===== config.mk =====
export PLATFORM = sky130hd
export DESIGN_NAME = alu_vector_recorder
export DESIGN_NICKNAME = d
export VERILOG_FILES = /design/src/rtl/alu_vector_recorder.sv
export SDC_FILE = /design/constraint.sdc
export NUM_CORES = 2
export LEC_CHECK = 0
export CORE_MARGIN = 2
export CORE_UTILIZATION = 65
export CTS_BUF_LIST = sky130_fd_sc_hd__clkbuf_4 sky130_fd_sc_hd__clkbuf_8
export DETAILED_ROUTE_END_ITERATION = 6
export DONT_BUFFER_PORTS = 1
export PLACE_DENSITY = 0.8
export SLEW_MARGIN = 40
export SYNTH_ARGS = -nofsm -noshare
export SYNTH_HDL_FRONTEND = slang
export SYNTH_SLANG_ARGS = --single-unit

===== constraint.sdc =====
create_clock -name clk -period 34.8 [get_ports clk]
set_input_delay 3.48 -clock clk [delete_from_list [all_inputs] [get_ports clk]]
set_output_delay 3.48 -clock clk [all_outputs]
set_load 0.02 [all_outputs]

===== src/rtl/alu_vector_recorder.sv =====
// alu_vector_recorder: captures live ALU transactions as 101-bit test-vector records
// {A, B, F, Y, Overflow, Zero} into a linear buffer, then streams them back one record per
// accepted read request so hardware runs can be dumped as .tv files.
//
// Ports:
//   clk, reset        rising-edge clock, synchronous active-high reset
//   arm, stop         start (clears buffer) / end a capture
//   cap_valid         A/B/F/Y/Overflow/Zero form one transaction this cycle
//   A, B, F, Y        ALU operands, function code and result
//   Overflow, Zero    ALU flags
//   rd_req            request the next record (DONE state only)
//   rd_valid/rd_data  one-cycle beat carrying a record, 1 cycle after rd_req
//   rd_last           qualifies the final record of the readout
//   count, full       records captured, count == DEPTH
//   dropped           sticky: a transaction was refused because the buffer was full
//   busy, done        registered decodes of CAPTURE / DONE
module alu_vector_recorder #(
  parameter int unsigned DEPTH = 16,
  parameter int unsigned AW    = 4
) (
  input  logic          clk,
  input  logic          reset,
  input  logic          arm,
  input  logic          stop,
  input  logic          cap_valid,
  input  logic [31:0]   A,
  input  logic [31:0]   B,
  input  logic [2:0]    F,
  input  logic [31:0]   Y,
  input  logic          Overflow,
  input  logic          Zero,
  input  logic          rd_req,
  output logic          rd_valid,
  output logic [100:0]  rd_data,
  output logic          rd_last,
  output logic [AW:0]   count,
  output logic          full,
  output logic          dropped,
  output logic          busy,
  output logic          done
);

  localparam int unsigned CW = AW + 1;
  localparam logic [CW-1:0] DepthCnt = CW'(DEPTH);
  localparam logic [AW-1:0] LastAddr = AW'(DEPTH - 1);

  localparam logic [1:0] StIdle    = 2'd0;
  localparam logic [1:0] StCapture = 2'd1;
  localparam logic [1:0] StDone    = 2'd2;

  logic [1:0]    state_q, state_d;
  logic [CW-1:0] count_q;
  logic [CW-1:0] rd_ptr_q;
  logic [AW-1:0] wr_ptr_q;
  logic          dropped_q, busy_q, done_q;
  logic          rd_valid_q, rd_last_q;
  logic [100:0]  rd_data_q;
  logic [100:0]  mem [DEPTH];

  logic          full_w;
  logic          wr_en;
  logic          rd_en;
  logic [100:0]  wr_rec;

  assign wr_rec = {A, B, F, Y, Overflow, Zero};
  assign full_w = (count_q == DepthCnt);
  assign wr_en  = (state_q == StCapture) && cap_valid && !full_w;
  assign rd_en  = (state_q == StDone) && rd_req && (rd_ptr_q < count_q);

  always_comb begin
    state_d = state_q;
    case (state_q)
      StIdle:    if (arm) state_d = StCapture;
      StCapture: if (stop) state_d = StDone;
      // Leave after the last beat has been presented, or at once when nothing was captured.
      StDone:    if ((rd_valid_q && rd_last_q) || (count_q == '0)) state_d = StIdle;
      default:   state_d = StIdle;
    endcase
  end

  always_ff @(posedge clk) begin
    if (reset) begin
      state_q    <= StIdle;
      count_q    <= '0;
      rd_ptr_q   <= '0;
      wr_ptr_q   <= '0;
      dropped_q  <= 1'b0;
      busy_q     <= 1'b0;
      done_q     <= 1'b0;
      rd_valid_q <= 1'b0;
      rd_last_q  <= 1'b0;
      rd_data_q  <= '0;
    end else begin
      state_q    <= state_d;
      busy_q     <= (state_d == StCapture);
      done_q     <= (state_d == StDone);
      rd_valid_q <= rd_en;
      rd_last_q  <= rd_en && (rd_ptr_q == count_q - CW'(1));

      if ((state_q == StIdle) && arm) begin
        count_q   <= '0;
        wr_ptr_q  <= '0;
        rd_ptr_q  <= '0;
        dropped_q <= 1'b0;
      end

      if (wr_en) begin
        count_q <= count_q + CW'(1);
        // Linear buffer: the pointer parks on the last slot instead of wrapping.
        if (wr_ptr_q != LastAddr) wr_ptr_q <= wr_ptr_q + AW'(1);
      end

      if ((state_q == StCapture) && cap_valid && full_w) dropped_q <= 1'b1;

      if (rd_en) begin
        rd_data_q <= mem[rd_ptr_q[AW-1:0]];
        rd_ptr_q  <= rd_ptr_q + CW'(1);
      end
    end
  end

  // Plain write port, no reset, so the array maps onto RAM.
  always_ff @(posedge clk) begin
    if (wr_en) mem[wr_ptr_q] <= wr_rec;
  end

  assign rd_valid = rd_valid_q;
  assign rd_data  = rd_data_q;
  assign rd_last  = rd_last_q;
  assign count    = count_q;
  assign full     = full_w;
  assign dropped  = dropped_q;
  assign busy     = busy_q;
  assign done     = done_q;

endmodule


==> run_results.csv <==
group,metric,value,unit
floorplan,io_pins,219,
placement,post-place-ws,28.22,ns
clock_tree,clock_sinks,1738,
grt,gr-total-overflow,0,
clock_tree,clock_latency,0.96,ns
route,routed_wl,146800,um
critical_path,worstPathArrival,2.80,ns
clock_tree,cts_tree,"built",
final_layout,fill_cells,5404,
final_layout,final_cell_mix,"edfxtp_1 (1616), mux4_2 (404), clkbuf_8 (310)",
final_layout,fin_cells,4710,
critical_path,required,31.32,ns
timing,fmax,159.2,MHz
critical_path,r2r_slack,29.98,ns
placement,gp_congestion,0.8609,
run_status,status,"finished clean",
critical_path,crit_path_frequent_cell,"inv_1",
floorplan,fp-row-count,117,
clock_tree,cts-htree-levels,5,
clock_tree,cts_hold_buffers,0,
critical_path,crit_chain,"inv_1, ha_1, nand4bb_1, inv_1",
timing,finalSetupTns,0,ns
critical_path,cp_max_fo,6,
synth,synth_ff_type,"edfxtp_1",
floorplan,dieArea,105300,um2
clock_tree,cts-resized-gates,0,
timing,fin_skew,0.06167,ns
critical_path,critPathCaptureType,"output port",
synth,syn_inst,2973,
synth,ys_async_sr_fraction,0,%
pwr,power_density,54.66,nW/um2
floorplan,initial_core_util,65.55,%
synth,ys_seq_area_share,76.32,%
run,cap_violations,0,
pwr,vdd_drop_max,42.16,uV
timing,setup_violations,0,
final_layout,layout.cells.most_common,"edfxtp_1",
synth,synth_area,66780,um2
synth,synth_edf_count,1616,
route,vias,31900,
timing,hold_violations,0,
pwr,p_leak,23.11,nW
pwr,power,4.041,mW
timing,max-slew-margin-rel,39.95,%
route,ant_nets,0,
floorplan,core,101900,um2
final_layout,drive_above_1_share,34.21,%
route,viasPerCell,6.773,
route,wl_per_cell,31.16,um
route,drc_errors,0,
clock_tree,cts_buffers,283,
clock_tree,clockBufferDepth,4,
floorplan,fp.dieH,324.5,um
placement,place_hpwl,79430,um
timing,worst_pin_slew,0.9008,ns
placement,dp_cells,4215,
grt,antenna_found_initial,4,
final_layout,final_util,72.56,%
synth,synth.ff_latch_count,1738,
timing,fin_crit,6.282,ns
placement,io_buffers,0,
grt,grt_pass1_vias,33570,
route,dr.pass1.iters,5,
timing,setup_slack,28.52,ns
synth,synth_fp_nets,3092,
min_path,hp-class,"reg -> reg",
timing,finalMaxSlewViolations,0,
critical_path,path_class,"reg -> out",
floorplan,die_x,324.5,um
synth,yosys_warnings,0,
clock_tree,clkTransAtPathRegs,0.07,ns
timing,fin_crit_sh,18.05,%
clock_tree,clockRootBuffer,"clkbuf_8",
clock_tree,post_cts_buffers,0,
critical_path,crit_path_start_kind,"flop",
route,drtIter0Drc,3481,
critical_path,crit_path_top_delay_cell,"inv_1",
grt,grt_max_degree,109,
critical_path,cp_slowest_stage_delay,0.56,ns
final_layout,syn2layout_area_growth,10.70,%
grt,grt_use_total,28.31,%
grt,grt_pass1_wl,217800,um
timing,rsz0062_at_grt,"false",
synth,avgSynthCellArea,22.46,um2
final_layout,nets,3254,
synth,synth_cell_type_count,49,
## cell type report
type | count | area (um2) | share of cell area, %
clock inverter | 84 | 533.0 | 0.7210
sequential | 1738 | 50980 | 68.96
timing repair buffer | 58 | 849.6 | 1.149
inverter | 114 | 440.4 | 0.5957
antenna | 1 | 2.502 | 0.003385
clock buffer | 407 | 4989 | 6.748
multi-input combinational | 940 | 14420 | 19.51
tap | 1368 | 1712 | 2.315
## per-stage QoR
stage / cell area [um2] / hold slack, ns
2_1_floorplan: 66780 / 0.4866
3_3_place_gp: 67900 / 0.5209
3_5_place_dp: 68320 / 0.5735
4_1_cts: 73840 / 0.5933
5_1_grt: 73930 / 0.6448
6_report: 73930 / 0.6073
## worst max-delay path: cells and delay by family, from the launching register on
kind / cells / cell delay (ns)
flops: 1 / 0.55
simple gates: 1 / 0.25
fa+ha+maj: 1 / 0.29
buf+inv: 2 / 0.75
## per-layer routing
metal  vias to the layer above  GRT usage (%)  share of wire (%)  routed length (um)
li1                      12910              -                  -                   -
met1                     16820          37.02                 36               53420
met2                      1834          45.66                 50               73510
met3                       333          9.068                 11               15920
met4                         2          9.601                2.7                3896
met5                         -              0             0.0089                  13
## final timing paths
kind                    start          end  depth (start not counted)
hold / removal    rd_ptr_q[4]  rd_ptr_q[4]                          2
hold reg to reg   rd_ptr_q[4]  rd_ptr_q[4]                          2
setup reg to reg     count[0]   mem[13][5]                          8
setup / recovery     count[1]         full                          4
## where the power goes
group | leakage [nW] | total [mW] | switching, mW | internal [mW]
clock network | 2.92 | 1.72 | 0.765 | 0.957
logic | 4.67 | 0.0278 | 0.0197 | 0.00809
registers | 15.5 | 2.29 | 0.00287 | 2.29
total | 23.1 | 4.04 | 0.788 | 3.25
## cells in the mapped netlist (2+ instances only)
cell | number | area (um2)
edfxtp_1 | 1616 | 48530
or3_1 | 2 | 12.51
a211oi_1 | 4 | 30.03
buf_1 | 21 | 78.83
xnor2_1 | 4 | 35.03
buf_6 | 40 | 450.4
o211ai_1 | 6 | 45.04
and2_1 | 8 | 50.05
a31oi_1 | 2 | 12.51
nand4_1 | 104 | 650.6
inv_1 | 113 | 424.2
nor4b_1 | 5 | 43.79
nor2b_1 | 2 | 12.51
nor2_1 | 10 | 37.54
nor3b_1 | 2 | 15.01
dfxtp_1 | 122 | 2442
ha_1 | 12 | 150.1
a21oi_1 | 11 | 55.05
mux2_2 | 101 | 1137
buf_4 | 4 | 30.03
o21ai_0 | 5 | 25.02
buf_2 | 51 | 255.2
nand3b_1 | 3 | 22.52
mux4_2 | 404 | 9099
clkbuf_1 | 65 | 244.0
nand2_1 | 5 | 18.77
nand3_1 | 16 | 80.08
o221ai_2 | 101 | 1516
mux2i_1 | 102 | 1021
nor3_1 | 6 | 30.03
and3_1 | 6 | 37.54
a21o_1 | 3 | 22.52
## sequential cells by signal, indices dropped and copies added (netlist names), 2 cells and up
register,count
wr_ptr_q,4
count,5
state_q,2
mem,1616
rd_ptr_q,5
rd_data,101
## kinds of logic after synthesis
group                      Yosys count  share of synthesized area [%]
muxes                              607                          16.86
adders and majority gates           12                         0.2248
buffers and inverters              295                          2.226
DFF                               1738                          76.32
AOI/OAI and AO/OA                  142                          2.700
xor gates and xnor gates             5                        0.06557
and+or+nand+nor                    174                          1.609
Power figures use the tool's default switching activity.
